$ cat src/rtl/fetch_pkg.sv
// Shared types and constants for the instruction-fetch stage.
package fetch_pkg;

    localparam int FQ_PC_W  = 9;
    localparam int FQ_INS_W = 32;

    localparam logic [31:0] NOP_INSTR = 32'h00000013;

    typedef struct packed {
        logic [FQ_PC_W-1:0]  pc;
        logic [FQ_INS_W-1:0] instr;
        logic                filled;
    } fq_entry_t;

endpackage

$ cat src/rtl/fetch_queue.sv
// In-order fetch queue: entries are allocated at issue, filled in
// response order, and popped from the head once filled.
module fetch_queue
    import fetch_pkg::*;
#(
    parameter int DEPTH = 2,
    localparam int AW = $clog2(DEPTH)
) (
    input  logic                clk,
    input  logic                reset,
    input  logic                alloc,
    input  logic [FQ_PC_W-1:0]  alloc_pc,
    input  logic                fill,
    input  logic [FQ_INS_W-1:0] fill_data,
    input  logic                pop,
    input  logic                flush,
    output logic [AW:0]         count,
    output logic [AW:0]         unfilled,
    output fq_entry_t           head,
    output logic                head_valid
);

    localparam logic [AW:0] FULL = (AW+1)'(DEPTH);

    fq_entry_t   mem [DEPTH];
    logic [AW:0] hd;
    logic [AW:0] tl;
    logic [AW:0] fp;

    // Pointers carry an extra wrap bit so full and empty differ.
    assign count      = tl - hd;
    assign unfilled   = tl - fp;
    assign head       = mem[hd[AW-1:0]];
    assign head_valid = (count != '0) && head.filled;

    always_ff @(posedge clk or posedge reset) begin
        if (reset) begin
            hd <= '0;
            tl <= '0;
            fp <= '0;
            for (int i = 0; i < DEPTH; i++)
                mem[i] <= '0;
        end else if (flush) begin
            hd <= '0;
            tl <= '0;
            fp <= '0;
            for (int i = 0; i < DEPTH; i++)
                mem[i].filled <= 1'b0;
        end else begin
            if (alloc && count != FULL) begin
                mem[tl[AW-1:0]].pc     <= alloc_pc;
                mem[tl[AW-1:0]].filled <= 1'b0;
                tl <= tl + 1'b1;
            end
            if (fill && unfilled != '0) begin
                mem[fp[AW-1:0]].instr  <= fill_data;
                mem[fp[AW-1:0]].filled <= 1'b1;
                fp <= fp + 1'b1;
            end
            if (pop && head_valid) begin
                mem[hd[AW-1:0]].filled <= 1'b0;
                hd <= hd + 1'b1;
            end
        end
    end

endmodule

$ cat src/rtl/fetch_unit.sv
// IF stage: owns the fetch PC, issues memory requests, and drops
// responses that belong to the epoch before a redirect.
module fetch_unit
    import fetch_pkg::*;
#(
    parameter int PC_W     = FQ_PC_W,
    parameter int INS_W    = FQ_INS_W,
    parameter int FQ_DEPTH = 2,
    parameter logic [PC_W-1:0] RESET_PC = '0
) (
    input  logic             clk,
    input  logic             reset,
    input  logic             redirect_valid,
    input  logic [PC_W-1:0]  redirect_pc,
    input  logic             stall,
    output logic             imem_req_valid,
    input  logic             imem_req_ready,
    output logic [PC_W-1:0]  imem_req_addr,
    input  logic             imem_rsp_valid,
    input  logic [INS_W-1:0] imem_rsp_data,
    output logic             if_valid,
    output logic [PC_W-1:0]  if_pc,
    output logic [INS_W-1:0] if_instr
);

    localparam int AW = $clog2(FQ_DEPTH);
    localparam int DW = $clog2(FQ_DEPTH + 1);
    localparam logic [AW:0] FULL = (AW+1)'(FQ_DEPTH);

    logic [PC_W-1:0] fetch_pc;
    logic [DW-1:0]   drop_cnt;
    logic [DW-1:0]   drop_sum;
    logic [DW-1:0]   drop_next;
    logic [AW:0]     count;
    logic [AW:0]     unfilled;
    fq_entry_t       head;
    logic            head_valid;
    logic            issue;
    logic            fill;
    logic            pop;

    assign imem_req_valid = !reset && !redirect_valid
                          && (count < FULL);
    assign imem_req_addr  = fetch_pc;
    assign issue = imem_req_valid && imem_req_ready;
    assign fill  = imem_rsp_valid && !redirect_valid
                 && (drop_cnt == '0);
    assign pop   = head_valid && !stall && !redirect_valid;

    // A response in the redirect cycle belongs to the old epoch.
    assign drop_sum  = DW'(unfilled) + drop_cnt;
    assign drop_next = (imem_rsp_valid && drop_sum != '0)
                     ? drop_sum - 1'b1 : drop_sum;

    always_ff @(posedge clk or posedge reset) begin
        if (reset) begin
            fetch_pc <= RESET_PC;
            drop_cnt <= '0;
        end else if (redirect_valid) begin
            fetch_pc <= redirect_pc;
            drop_cnt <= drop_next;
        end else begin
            if (issue)
                fetch_pc <= fetch_pc + PC_W'(4);
            if (imem_rsp_valid && drop_cnt != '0)
                drop_cnt <= drop_cnt - 1'b1;
        end
    end

    fetch_queue #(
        .DEPTH(FQ_DEPTH)
    ) u_queue (
        .clk       (clk),
        .reset     (reset),
        .alloc     (issue),
        .alloc_pc  (fetch_pc),
        .fill      (fill),
        .fill_data (imem_rsp_data),
        .pop       (pop),
        .flush     (redirect_valid),
        .count     (count),
        .unfilled  (unfilled),
        .head      (head),
        .head_valid(head_valid)
    );

    assign if_valid = head_valid;
    assign if_pc    = head_valid ? head.pc : '0;
    assign if_instr = head_valid ? head.instr : NOP_INSTR;

endmodule

$ cat config.mk
export PLATFORM = sky130hd
export DESIGN_NAME = fetch_unit
export DESIGN_NICKNAME = d
export VERILOG_FILES = /design/src/rtl/fetch_pkg.sv /design/src/rtl/fetch_queue.sv /design/src/rtl/fetch_unit.sv
export SDC_FILE = /design/constraint.sdc
export NUM_CORES = 1
export LEC_CHECK = 0
export ABC_AREA = 1
export CAP_MARGIN = 5
export CORE_MARGIN = 3
export CORE_UTILIZATION = 56
export CTS_BUF_LIST = sky130_fd_sc_hd__clkbuf_8
export CTS_CLUSTER_SIZE = 10
export DETAILED_ROUTE_END_ITERATION = 6
export DONT_BUFFER_PORTS = 1
export PLACE_DENSITY = 0.71
export RECOVER_POWER = 50
export SLEW_MARGIN = 20
export SYNTH_ARGS = -nofsm -noshare
export SYNTH_HDL_FRONTEND = slang
export SYNTH_SLANG_ARGS = --single-unit
$ cat constraint.sdc
create_clock -name clk -period 6.5 [get_ports clk]
set_input_delay 0.975 -clock clk [delete_from_list [all_inputs] [get_ports clk]]
set_output_delay 0.975 -clock clk [all_outputs]
set_load 0.1 [all_outputs]
### Word level (Yosys, flattened, before mapping)

Cells that the tools add are included.

* $add $sub $neg: 9
* order comparisons: 7
* equal/unequal tests: 1
* muxes and demuxes: 38
* bitwise logic cells: 3
* reductions and logical operators: 29

Operators by type and width (number)
* 84-bit bitwise mux: 5
* 84-bit 2-to-1 mux: 5
* 42-bit demux with 1-bit select: 5
* 42-bit 2-to-1 mux: 4
* 33-bit 2-to-1 mux: 1
* 32-bit 2-to-1 mux: 1
* 9-bit 2-to-1 mux: 3
* 2-bit 2-to-1 mux: 9
* 2-bit nonzero test: 9
* 1-bit logical AND: 16
* 9-bit by 3-bit adder with 9-bit output, second input constant: 1
* 2-bit by 1-bit adder with 2-bit output, second input constant: 3
* 2-bit greater-or-equal comparator, second input constant: 3
* 2-bit by 1-bit less-than comparator with 1-bit output, second input constant: 3
* 1-bit NOT with 2-bit output: 3
* 1-bit 2-to-1 mux: 5
* 2-bit by 1-bit subtractor with 2-bit output, second input constant: 2
* 2-bit subtractor: 2
* 1-bit logical NOT: 3
* 2-bit adder: 1
* 2-bit logical NOT: 1
* 2-bit less-than comparator, second input constant: 1
* 2-bit != test, second input constant: 1

* register bits after elaboration: 101
* bits of input ports: 47
* output and inout bits: 52
* logic and storage cells: 98

### Logic depth before layout (Yosys ltp)

* depth after elaboration: 16
* depth in mapped cells: 14
* depth with buffers taken out: 14

### Hierarchy

A second synthesis with hierarchy kept.

* cells, all modules: 758
* area total of the unflattened synthesis: 5480.3 um2

Modules (own cells, without submodules)
* fetch_queue: instances 1, cells each 556, area an instance 4377.9 um2, seq. area each 2252.2 um2
* fetch_unit: instances 1, cells each 202, area an instance 1102.3 um2, seq. area each 275.3 um2

### Worst setup path before layout

OpenSTA, ideal clock, no wires.

* path type: input to output
* from: in reset
* to: out imem_req_valid
* data arrival time: 4540 ps
* data required time: 5525 ps
* path slack: 985 ps
* stages on the path: 3
* path buffers: 0
* cells stage by stage: inv_1 -> nand2_1 -> nor2_1

* cells in the longest elaborated chain, start to end: 3

RTL lines
* start: declaration: RTL line fetch_unit.sv:12 `input logic reset,`
* 1-bit logical NOT (no line)
* 1-bit logical AND: RTL line fetch_unit.sv:42 `assign imem_req_valid = !reset && !redirect_valid`
* 1-bit logical AND: RTL line fetch_unit.sv:43 `&& (count < FULL);`
* end: declaration: RTL line fetch_unit.sv:16 `output logic imem_req_valid,`

No other way between the ends.

### Worst setup path in the final report

* from: reg u_queue.hd[0]
* to: out if_instr[1]

* cells in the longest elaborated chain, start to end: 6

RTL lines
* start: declaration: RTL line fetch_queue.sv:26 `logic [AW:0] hd;`
* start signal: assignment: RTL line fetch_queue.sv:62 `hd <= hd + 1'b1;`
* parallel branches: the longest is 4 deep, another holds 2-bit subtractor
* 1-bit logical AND *: RTL line fetch_queue.sv:34 `assign head_valid = (count != '0) && head.filled;`
* net if_valid: RTL line fetch_unit.sv:21 `output logic if_valid,`
* 32-bit 2-to-1 mux *: RTL line fetch_unit.sv:89 `assign if_instr = head_valid ? head.instr : NOP_INSTR;`
* end: declaration: RTL line fetch_unit.sv:23 `output logic [INS_W-1:0] if_instr`

Mark *: on every way through the listed nets, which the timed path passes. The select of a mux whose other input is x is not followed.

==> results.cfg <==
[cts]
clock_sinks = 101
path_clk_slew_ns = 0.09
cts.repair.resized = 0
clockBufferDepth = 2
clk_latency_ns = 0.36
cts_max_level = 3
cts-root-buf = clkbuf_8
cts_setup_buffers = 0
cts_buffers = 9
cts_tree = done
hold_buffers = 0

[logic_synthesis]
syn_nets = 668
yosysSeqAreaShare_pct = 50.8
synth-seq-cells = 101
synth.distinct_cells = 26
synth_area_per_cell_sq_um = 8.10
netlist_area_sq_mm = 0.00498
synth_edf_count = 0
ys_warn_count = 0
dominantRegCellSynth = dfrtp_1
syn_inst = 615
ys_async_sr_fraction_pct = 100

[power]
p_per_area_mw_per_mm2 = 319
vdd_drop_max_v = 0.000170
total_power_uw = 1720
p_leak_uw = 0.00253

[critical_path]
crit_required_ns = 5.52
cp-end-kind = output port
critical_path.max_fanout = 46
startpoint_type = flop
arrival_ns = 3.95
crit_type = reg2out

[placement]
dp_hpwl_microns = 6840
dp.cells = 694
pre_cts_slack_ns = 2.12
port_buffers = 0
gp_congestion = 0.823

[cells_and_area]
final_cell_mix = 224 x nand2_1, 100 x dfrtp_1, 57 x inv_1
drive_gt1_share_pct = 15.0
finalNonFillerCells = 710
layout_commonest_cell = nand2_1
diodes = 0
areaGrowthSynthToFinish_pct = 8.37
nNetsFinal = 653

[sta]
setup_slack_ns = 1.57
rsz0062_at_grt = false
fmax_ghz = 0.203
worst_slew_pin_slew_ns = 3.07
relSlewSlack_pct = -104
tns_ns = 0
finalSetupViolCount = 0
whs_ns = 0.492
fin_skew_ns = 0.0152
fin_crit_sh_pct = 75.8
final_hold_viol_count = 0
drv_slew = 171
fin_crit_ns = 4.93

[status]
violations = capacitance limit, slew limit
status = finished with violations

[route]
antenna_left = 0
routedWlPerCell_microns = 14.8
drt_iter0_drc = 196
drc = 0
wl_microns = 10500
viasPerCell = 5.42
vias = 3847
drtPass1Iterations = 4

[floorplanning]
coreArea_sq_mm = 0.00842
die_area_sq_mm = 0.0101
num_rows = 33
floorplan.initialDensity_pct = 59.1
io_pins = 99
die_width_microns = 100
die_h_microns = 100

[grt]
grt_pass1_vias = 3923
grt_start_max_net_pins = 69
grt_pass1_wl_microns = 17600
grt_usage_pct = 21.5
antenna_found_initial = 0
grt_remaining_overflow = 0

[min_path]
worstHoldPathType = reg2reg

[flow_run]
cap_violations = 3
worst paths after layout:
check                               from            end  slack [ns]  cells after the start
min in group asynchronous          reset    drop_cnt[1]        0.84                      1
hold reg to reg                     flop           flop        0.49                      2
max in group asynchronous          reset  u_queue.hd[0]        4.15                      2
setup / recovery           u_queue.hd[0]    if_instr[1]        1.57                      7
setup reg to reg           u_queue.tl[0]           flop        2.64                     10
hold / removal                      flop           flop        0.49                      2
cell usage after synthesis (4+ instances only):
master / n / area share, %
o21ai_2: 16 / 2.8
dfrtp_1: 101 / 51
ha_1: 6 / 1.5
a21oi_2: 10 / 1.8
o21ai_1: 51 / 5.1
clkbuf_1: 11 / 0.83
inv_1: 57 / 4.3
buf_6: 10 / 2.3
xor2_1: 5 / 0.88
o21ai_0: 27 / 2.7
nand3_2: 4 / 0.80
buf_2: 9 / 0.90
nor2_1: 16 / 1.2
inv_2: 6 / 0.45
nand3_1: 12 / 1.2
a21oi_1: 36 / 3.6
nand2_1: 224 / 17
layout make-up:
type / count / area [sq um]
timing repair buffer: 7 / 45.0
clock buffer: 10 / 138
fill: 740 / 3030
sequential: 101 / 2530
inverter: 63 / 238
multi-input combinational: 418 / 2250
tap: 105 / 131
clock inverter: 6 / 61.3
report_power, final:
group          internal [uW]  switching (uW)  leakage (uW)
combinational            150             241       0.00109
clock                    188             212      0.000108
sequential               784             147       0.00133
total                   1120             601       0.00253
worst max-delay path, cell delays in order, from the launching register on:
cell and delay (ns):
dfrtp_2 0.96, inv_2 0.58, nand2_1 0.17, nand2_1 0.11
nand2_2 0.55, inv_1 0.66, nand3_1 0.24, buf_4 0.32
cells by family after synthesis:
| logic type | count (synthesis) | share of synthesized area [%] |
|---|---|---|
| adders and majority gates | 6 | 1.51 |
| xor gates and xnor gates | 7 | 1.23 |
| and+or+nand+nor | 265 | 21.3 |
| DFF | 101 | 50.8 |
| buffers and inverters | 96 | 9.15 |
| AOI/OAI and AO/OA | 140 | 16.0 |
metrics by stage:
| step | instance area (sq um) | util (%) |
|---|---|---|
| floorplan | 4980 | - |
| global placement | 5060 | 60.1 |
| detailed placement | 5080 | 60.3 |
| CTS | 5280 | 62.7 |
| global route | 5400 | 64.1 |
| finish | 5400 | 64.1 |
per-layer routing:
layer	track usage, %	share of wire, %
met4	6.74	1.7
met2	35.9	47
met5	0	0
met3	4.59	5.9
met1	28.2	45
Power figures use the tool's default switching activity.
